==> config.mk <==
export PLATFORM = sky130hd
export DESIGN_NAME = simon_axil_csr
export DESIGN_NICKNAME = d
export VERILOG_FILES = /design/src/rtl/simon_axil_csr.sv
export SDC_FILE = /design/constraint.sdc
export NUM_CORES = 2
export LEC_CHECK = 0
export CELL_PAD_IN_SITES_DETAIL_PLACEMENT = 0
export CELL_PAD_IN_SITES_GLOBAL_PLACEMENT = 2
export CORE_AREA = 2 2 526 528
export CTS_CLUSTER_SIZE = 20
export DETAILED_ROUTE_END_ITERATION = 10
export DIE_AREA = 0 0 528 530
export GPL_TIMING_DRIVEN = 0
export PLACE_DENSITY = 0.49
export SLEW_MARGIN = 15
export SYNTH_ARGS = -nofsm -noshare
export SYNTH_HDL_FRONTEND = slang
export SYNTH_SLANG_ARGS = --single-unit
==> constraint.sdc <==
create_clock -name aclk -period 5.4 [get_ports aclk]
set_input_delay 1.08 -clock aclk [delete_from_list [all_inputs] [get_ports aclk]]
set_output_delay 1.08 -clock aclk [all_outputs]
set_load 0.1 [all_outputs]
==> src/rtl/simon_axil_csr.sv <==
// AXI4-Lite CSR block for the Simon cipher core: NUM_REGS 32-bit registers with
// per-register RW / hardware-owned RO / self-clearing pulse modes, byte-lane merge,
// independent AW/W buffering, and SLVERR on illegal or read-only accesses.
module simon_axil_csr #(
  parameter int unsigned                      ADDR_WIDTH  = 40,
  parameter int unsigned                      DATA_WIDTH  = 32,
  parameter int unsigned                      NUM_REGS    = 18,
  parameter logic [ADDR_WIDTH-1:0]            BASE_ADDR   = 40'h4c300000,
  parameter logic [NUM_REGS-1:0]              RO_MASK     = 18'h3e000,
  parameter logic [NUM_REGS-1:0]              PULSE_MASK  = 18'h01000,
  parameter logic [NUM_REGS*DATA_WIDTH-1:0]   RESET_VALUE = '0
) (
  input  logic                             aclk,
  input  logic                             arst_n,
  // write address
  input  logic                             awvalid,
  output logic                             awready,
  input  logic [ADDR_WIDTH-1:0]            awaddr,
  input  logic [2:0]                       awprot,
  // write data
  input  logic                             wvalid,
  output logic                             wready,
  input  logic [DATA_WIDTH-1:0]            wdata,
  input  logic [DATA_WIDTH/8-1:0]          wstrb,
  // write response
  output logic                             bvalid,
  input  logic                             bready,
  output logic [1:0]                       bresp,
  // read address
  input  logic                             arvalid,
  output logic                             arready,
  input  logic [ADDR_WIDTH-1:0]            araddr,
  input  logic [2:0]                       arprot,
  // read data
  output logic                             rvalid,
  input  logic                             rready,
  output logic [DATA_WIDTH-1:0]            rdata,
  output logic [1:0]                       rresp,
  // register-file side
  output logic [NUM_REGS*DATA_WIDTH-1:0]   reg_q,
  output logic [NUM_REGS-1:0]              wr_pulse,
  input  logic [NUM_REGS*DATA_WIDTH-1:0]   hw_d,
  input  logic [NUM_REGS-1:0]              hw_we
);

  localparam int unsigned IDX_W  = (NUM_REGS > 1) ? $clog2(NUM_REGS) : 1;
  localparam int unsigned STRB_W = DATA_WIDTH / 8;
  localparam logic [ADDR_WIDTH-1:0] SPAN = ADDR_WIDTH'(4 * NUM_REGS);
  localparam logic [1:0] RESP_OKAY   = 2'b00;
  localparam logic [1:0] RESP_SLVERR = 2'b10;
  localparam logic [DATA_WIDTH-1:0] BAD_DATA = DATA_WIDTH'(32'hdeadbeef);

  typedef enum logic [1:0] {W_IDLE, W_EXEC, W_RESP} wstate_t;
  typedef enum logic       {R_IDLE, R_DATA}         rstate_t;

  // Protection bits carry no meaning for this block.
  logic unused_prot;
  assign unused_prot = ^{awprot, arprot};

  // Offset decode: unsigned wrap makes addresses below BASE_ADDR fail the range test.
  function automatic logic addr_legal(input logic [ADDR_WIDTH-1:0] a);
    logic [ADDR_WIDTH-1:0] off;
    off = a - BASE_ADDR;
    return (off < SPAN) && (a[1:0] == 2'b00);
  endfunction

  function automatic logic [IDX_W-1:0] addr_index(input logic [ADDR_WIDTH-1:0] a);
    logic [ADDR_WIDTH-1:0] off;
    off = (a - BASE_ADDR) >> 2;
    return IDX_W'(off);
  endfunction

  // Register storage
  logic [DATA_WIDTH-1:0] regs_q [NUM_REGS];
  logic [DATA_WIDTH-1:0] regs_d [NUM_REGS];

  // Write-path state
  wstate_t                 wstate_q, wstate_d;
  logic                    aw_full_q, aw_full_d;
  logic                    w_full_q, w_full_d;
  logic [ADDR_WIDTH-1:0]   aw_addr_q;
  logic [DATA_WIDTH-1:0]   w_data_q;
  logic [STRB_W-1:0]       w_strb_q;
  logic                    aw_hs, w_hs;
  logic                    awready_d, wready_d, bvalid_d;
  logic [1:0]              bresp_d;
  logic [NUM_REGS-1:0]     wsel, wr_commit;
  logic                    wr_ok;

  // Read-path state
  rstate_t                 rstate_q, rstate_d;
  logic                    ar_hs;
  logic                    arready_d, rvalid_d;
  logic [DATA_WIDTH-1:0]   rdata_d, rd_val;
  logic [1:0]              rresp_d;
  logic [NUM_REGS-1:0]     rsel;
  logic                    rd_legal;

  // Flatten storage onto the reg_q bus
  always_comb begin
    reg_q = '0;
    for (int i = 0; i < NUM_REGS; i++) begin
      reg_q[i*DATA_WIDTH +: DATA_WIDTH] = regs_q[i];
    end
  end

  // Write target decode from the buffered address
  always_comb begin
    wsel = '0;
    for (int i = 0; i < NUM_REGS; i++) begin
      wsel[i] = addr_legal(aw_addr_q) && (addr_index(aw_addr_q) == IDX_W'(i));
    end
    wr_ok = |(wsel & ~RO_MASK);
  end

  // Write FSM next-state and registered-output next values
  always_comb begin
    wstate_d  = wstate_q;
    aw_full_d = aw_full_q;
    w_full_d  = w_full_q;
    bvalid_d  = bvalid;
    bresp_d   = bresp;
    wr_commit = '0;
    aw_hs     = awvalid && awready;
    w_hs      = wvalid && wready;
    if (aw_hs) aw_full_d = 1'b1;
    if (w_hs)  w_full_d  = 1'b1;
    case (wstate_q)
      W_IDLE: begin
        if (aw_full_d && w_full_d) wstate_d = W_EXEC;
      end
      W_EXEC: begin
        wr_commit = wsel & ~RO_MASK;
        bvalid_d  = 1'b1;
        bresp_d   = wr_ok ? RESP_OKAY : RESP_SLVERR;
        wstate_d  = W_RESP;
      end
      W_RESP: begin
        if (bready) begin
          bvalid_d  = 1'b0;
          aw_full_d = 1'b0;
          w_full_d  = 1'b0;
          wstate_d  = W_IDLE;
        end
      end
      default: wstate_d = W_IDLE;
    endcase
    awready_d = !aw_full_d && (wstate_d == W_IDLE);
    wready_d  = !w_full_d  && (wstate_d == W_IDLE);
  end

  // Write-path registers
  always_ff @(posedge aclk) begin
    if (!arst_n) begin
      wstate_q  <= W_IDLE;
      aw_full_q <= 1'b0;
      w_full_q  <= 1'b0;
      aw_addr_q <= '0;
      w_data_q  <= '0;
      w_strb_q  <= '0;
      awready   <= 1'b0;
      wready    <= 1'b0;
      bvalid    <= 1'b0;
      bresp     <= RESP_OKAY;
      wr_pulse  <= '0;
    end else begin
      wstate_q  <= wstate_d;
      aw_full_q <= aw_full_d;
      w_full_q  <= w_full_d;
      if (aw_hs) aw_addr_q <= awaddr;
      if (w_hs) begin
        w_data_q <= wdata;
        w_strb_q <= wstrb;
      end
      awready   <= awready_d;
      wready    <= wready_d;
      bvalid    <= bvalid_d;
      bresp     <= bresp_d;
      wr_pulse  <= wr_commit;
    end
  end

  // Register next values: pulse revert, then hardware load, then bus write (bus wins)
  always_comb begin
    for (int i = 0; i < NUM_REGS; i++) begin
      regs_d[i] = PULSE_MASK[i] ? RESET_VALUE[i*DATA_WIDTH +: DATA_WIDTH] : regs_q[i];
      if (hw_we[i]) regs_d[i] = hw_d[i*DATA_WIDTH +: DATA_WIDTH];
      if (wr_commit[i]) begin
        for (int k = 0; k < STRB_W; k++) begin
          regs_d[i][k*8 +: 8] = w_strb_q[k] ? w_data_q[k*8 +: 8] : regs_q[i][k*8 +: 8];
        end
      end
    end
  end

  // Register storage update
  always_ff @(posedge aclk) begin
    if (!arst_n) begin
      for (int i = 0; i < NUM_REGS; i++) begin
        regs_q[i] <= RESET_VALUE[i*DATA_WIDTH +: DATA_WIDTH];
      end
    end else begin
      for (int i = 0; i < NUM_REGS; i++) begin
        regs_q[i] <= regs_d[i];
      end
    end
  end

  // Read decode and data select; pulse registers read back their reset value
  always_comb begin
    rsel     = '0;
    rd_val   = '0;
    rd_legal = addr_legal(araddr);
    for (int i = 0; i < NUM_REGS; i++) begin
      rsel[i] = rd_legal && (addr_index(araddr) == IDX_W'(i));
      if (rsel[i]) begin
        rd_val = PULSE_MASK[i] ? RESET_VALUE[i*DATA_WIDTH +: DATA_WIDTH] : regs_q[i];
      end
    end
  end

  // Read FSM next-state and registered-output next values
  always_comb begin
    rstate_d = rstate_q;
    rvalid_d = rvalid;
    rdata_d  = rdata;
    rresp_d  = rresp;
    ar_hs    = arvalid && arready;
    case (rstate_q)
      R_IDLE: begin
        if (ar_hs) begin
          rvalid_d = 1'b1;
          rdata_d  = rd_legal ? rd_val : BAD_DATA;
          rresp_d  = rd_legal ? RESP_OKAY : RESP_SLVERR;
          rstate_d = R_DATA;
        end
      end
      R_DATA: begin
        if (rready) begin
          rvalid_d = 1'b0;
          rstate_d = R_IDLE;
        end
      end
      default: rstate_d = R_IDLE;
    endcase
    arready_d = (rstate_d == R_IDLE);
  end

  // Read-path registers
  always_ff @(posedge aclk) begin
    if (!arst_n) begin
      rstate_q <= R_IDLE;
      arready  <= 1'b0;
      rvalid   <= 1'b0;
      rdata    <= '0;
      rresp    <= RESP_OKAY;
    end else begin
      rstate_q <= rstate_d;
      arready  <= arready_d;
      rvalid   <= rvalid_d;
      rdata    <= rdata_d;
      rresp    <= rresp_d;
    end
  end

endmodule

==> reports/metrics.csv <==
metric;value;unit
status;complete, but fails checks;
violated checks;setup timing;
DR vias;43800;
Post-synth ARST share;0;%
post-placement cell count;9281;
Seq/Total Area, Yosys;39.2;%
PostCTS Resize Cnt;9;
Peak Freq;178;MHz
Avg WL per Cell;43.3;um
Switching Power;7.86;mW
DRT iter0 DRCs;4074;
pre-CTS setup slack;-1270;ps
pwr/cell area;326;mW/mm^2
DR pass1 iterations;7;
Clk Latency, worst-skew pair;800;ps
Peak VDD IR;249;uV
Reg clk slew, reported paths;60;ps
DR DRC count;0;
Design Power;19.1;mW
Final Util;21.3;%
GRT Residual Overflow;0;
sw frac;41.1;%
Filler cells;30600;
Final HPWL DP;352000;um
max-slew violations;0;
Clk pwr share;37.6;%
Hold Buf Count CTS;0;
Starting Density;13.2;%
setup TNS;-409;ps
Pleak;23.4;nW
Hold Crit Class;reg2reg;
CP peak stage delay;940;ps
EDFF count, synth;0;
post-placement cell area;0.0551;sq mm
critical path type;in2reg;
CTS Sinks;709;
I/O pin cnt;1358;
Clock Skew;51.1;ps
Post-DRT Antenna Nets;0;
CTS tree;done;
Buffers on Ports;1336;
drt total wl;412000;um
largest net degree at the start of global routing;20;
final worst path period share;104;%
Max Buffers Root-to-Sink;3;
die height;530;um
CP Capture Type;register;
die width;528;um
P&R area growth vs syn;61.8;%
combinational power share;29.9;%
Startpoint Class;input pin;
Non-Filler Instances;9521;
Final Hold Fails;0;
ys flop type;dfxtp_1;
number of global-route vias before repair;42700;
Setup WS post-layout;-219;ps
initial antenna violation count;187;
Crit path top cell by count;a21oi_1;
endpoints failing setup;4;
Fin Hold WS;456;ps
WP data required;6050;ps
nets@finish;6500;
sequential power share;32.5;%
core area;0.275;sq mm
internal power;11.2;mW
Final min period;5620;ps
Avg Inst Size Synth;8.48;sq um
number of CTS-inserted buffers;102;
post-route cell area;0.0586;sq mm
RSZ-0062 raised after global routing;no;
CP arrival;6270;ps
Mapped Area;0.0362;sq mm
row cnt;193;
root buffer cell;clkbuf_16;
worst-path fanout max;10;
worst path cell trace;clkdlybuf4s50_1 -> buf_2 -> clkbuf_2 -> buf_1 -> nor2_1 -> a21oi_1 -> nor2_1 -> a21oi_1 -> o221ai_1 -> a221oi_1 -> a21oi_1;
Tightest Pin Transition;1310;ps
die area;0.280;sq mm
Unique masters post-synth;84;
Placer Congestion;0.907;
share of layout cells above drive strength 1;9.99;%
postcts setup bufs;0;
YS warnings;0;
Critical-path top delay cell;buf_1;
Post-Syn Instances;4274;
max-cap violation count;0;
GRT Util Overall;28.2;%
first-pass GRT wire length;505000;um
# H-tree levels;3;
Rel. slew slack;12.2;%
synthesized flop and latch total;709;
DR vias/cell;4.60;
## synthesized netlist by cell type (8+ instances only)
master	number	area [sq um]
nor2_1	630	2360
o22a_1	323	2830
a21oi_1	173	866
buf_2	28	140
o21ai_0	201	1010
nand3_1	51	255
nand4_1	14	87.6
buf_4	8	60.1
o2111ai_1	14	123
nor4_1	31	194
dfxtp_1	709	14200
and2_1	8	50.1
inv_1	17	63.8
o221ai_1	30	263
and3_1	294	1840
o21ai_1	10	50.1
nand2_1	269	1010
a2bb2oi_1	15	131
a211oi_1	23	173
nand2b_1	310	1940
o22ai_1	24	150
nor3_1	26	130
a22oi_1	12	90.1
a31oi_1	14	87.6
clkbuf_1	317	1190
o31ai_1	8	60.1
o21a_1	69	518
a21o_1	13	97.6
buf_1	26	97.6
mux2_2	45	507
mux2i_1	291	2910
mux4_2	28	631
or2_2	47	294
a221o_1	14	140
a221oi_1	36	315
o211ai_1	19	143
mux2_4	8	120
## layout by cell type, fill, tap and decap left out, types with 18 or more instances in the layout
cell type,n
nand3_1,51
diode_2,58
dfxtp_1,709
mux2i_1,284
and3_1,294
mux4_2,28
clkbuf_8,26
buf_12,18
nor4_1,31
buf_2,109
a221oi_1,36
clkbuf_1,274
o22ai_1,24
o211ai_1,19
buf_4,22
o21ai_1,23
a211oi_1,23
clkbuf_16,102
o21a_1,69
o221ai_1,30
clkdlybuf4s50_1,1261
clkbuf_2,67
nor3_1,24
nor2_1,628
mux2_2,45
buf_1,18
nand2_1,269
nand2b_1,310
o22a_1,323
or2_2,47
a21oi_1,173
o21ai_0,181
buf_16,19
## cell type report
type	instances	area, sq um	share of cell area, %
Buffer	380	1590	2.71
Inverter	21	78.8	0.134
Multi-Input combinational cell	3169	20700	35.2
Clock inverter	34	398	0.679
Clock buffer	149	2990	5.10
Timing Repair Buffer	1394	14100	24.0
Tap cell	3607	4510	7.70
Sequential cell	709	14200	24.2
Antenna cell	58	145	0.248
## routing by layer
layer | vias to the layer above | global-route usage [%] | share of wire (%)
met5 | - | 0 | 0.073
met4 | 48 | 10.5 | 4.2
met3 | 527 | 7.49 | 7.7
met2 | 2359 | 44.7 | 44
met1 | 22300 | 36.4 | 44
li1 | 18500 | - | -
## cell families after synthesis
kind of cell    share of synthesized area, %
simple gates                            23.4
compound gates                          21.3
flops                                   39.2
buf+inv                                 4.35
mux                                     11.6
xor+xnor                               0.142
other cells                           0.0103
## worst paths after layout
kind / startpoint / end / slack, ps / cells after the start
min: bvalid$_SDFFE_PN0P_ / bvalid$_SDFFE_PN0P_ / 460 / 2
max reg2reg: aw_addr_q[22]$_SDFFE_PN0P_ / regs_q[10][4]$_SDFFE_PN0P_ / 690 / 7
max: araddr[3] / rdata[21]$_SDFFE_PN0P_ / -220 / 11
min reg2reg: bvalid$_SDFFE_PN0P_ / bvalid$_SDFFE_PN0P_ / 460 / 2
## state kept, by name, indices dropped and copies added, names as in the netlist
signal,flops
wstate_q,2
awready,1
wr_pulse,13
rdata,32
rvalid,1
regs_q,576
w_data_q,32
aw_full_q,1
bresp,1
rstate_q,1
w_full_q,1
bvalid,1
w_strb_q,4
aw_addr_q,40
wready,1
rresp,1
arready,1
## critical path: cells and delay by family
| kind | cells | cell delay (ps) |
|---|---|---|
| AOI/OAI and AO/OA | 5 | 2130 |
| buffers and inverters | 4 | 2830 |
| and+or+nand+nor | 2 | 190 |
## power by group through the flow
stage	clock network, mW	registers, mW	logic [mW]
after floorplan	0	8.01	1.08
after global placement	0	6.32	5.62
after detailed placement	0	6.31	5.72
after CTS	7.34	6.20	5.73
after global routing	7.49	6.22	5.85
final	7.17	6.21	5.72
Note: power is estimated with default switching activity, not from simulation.
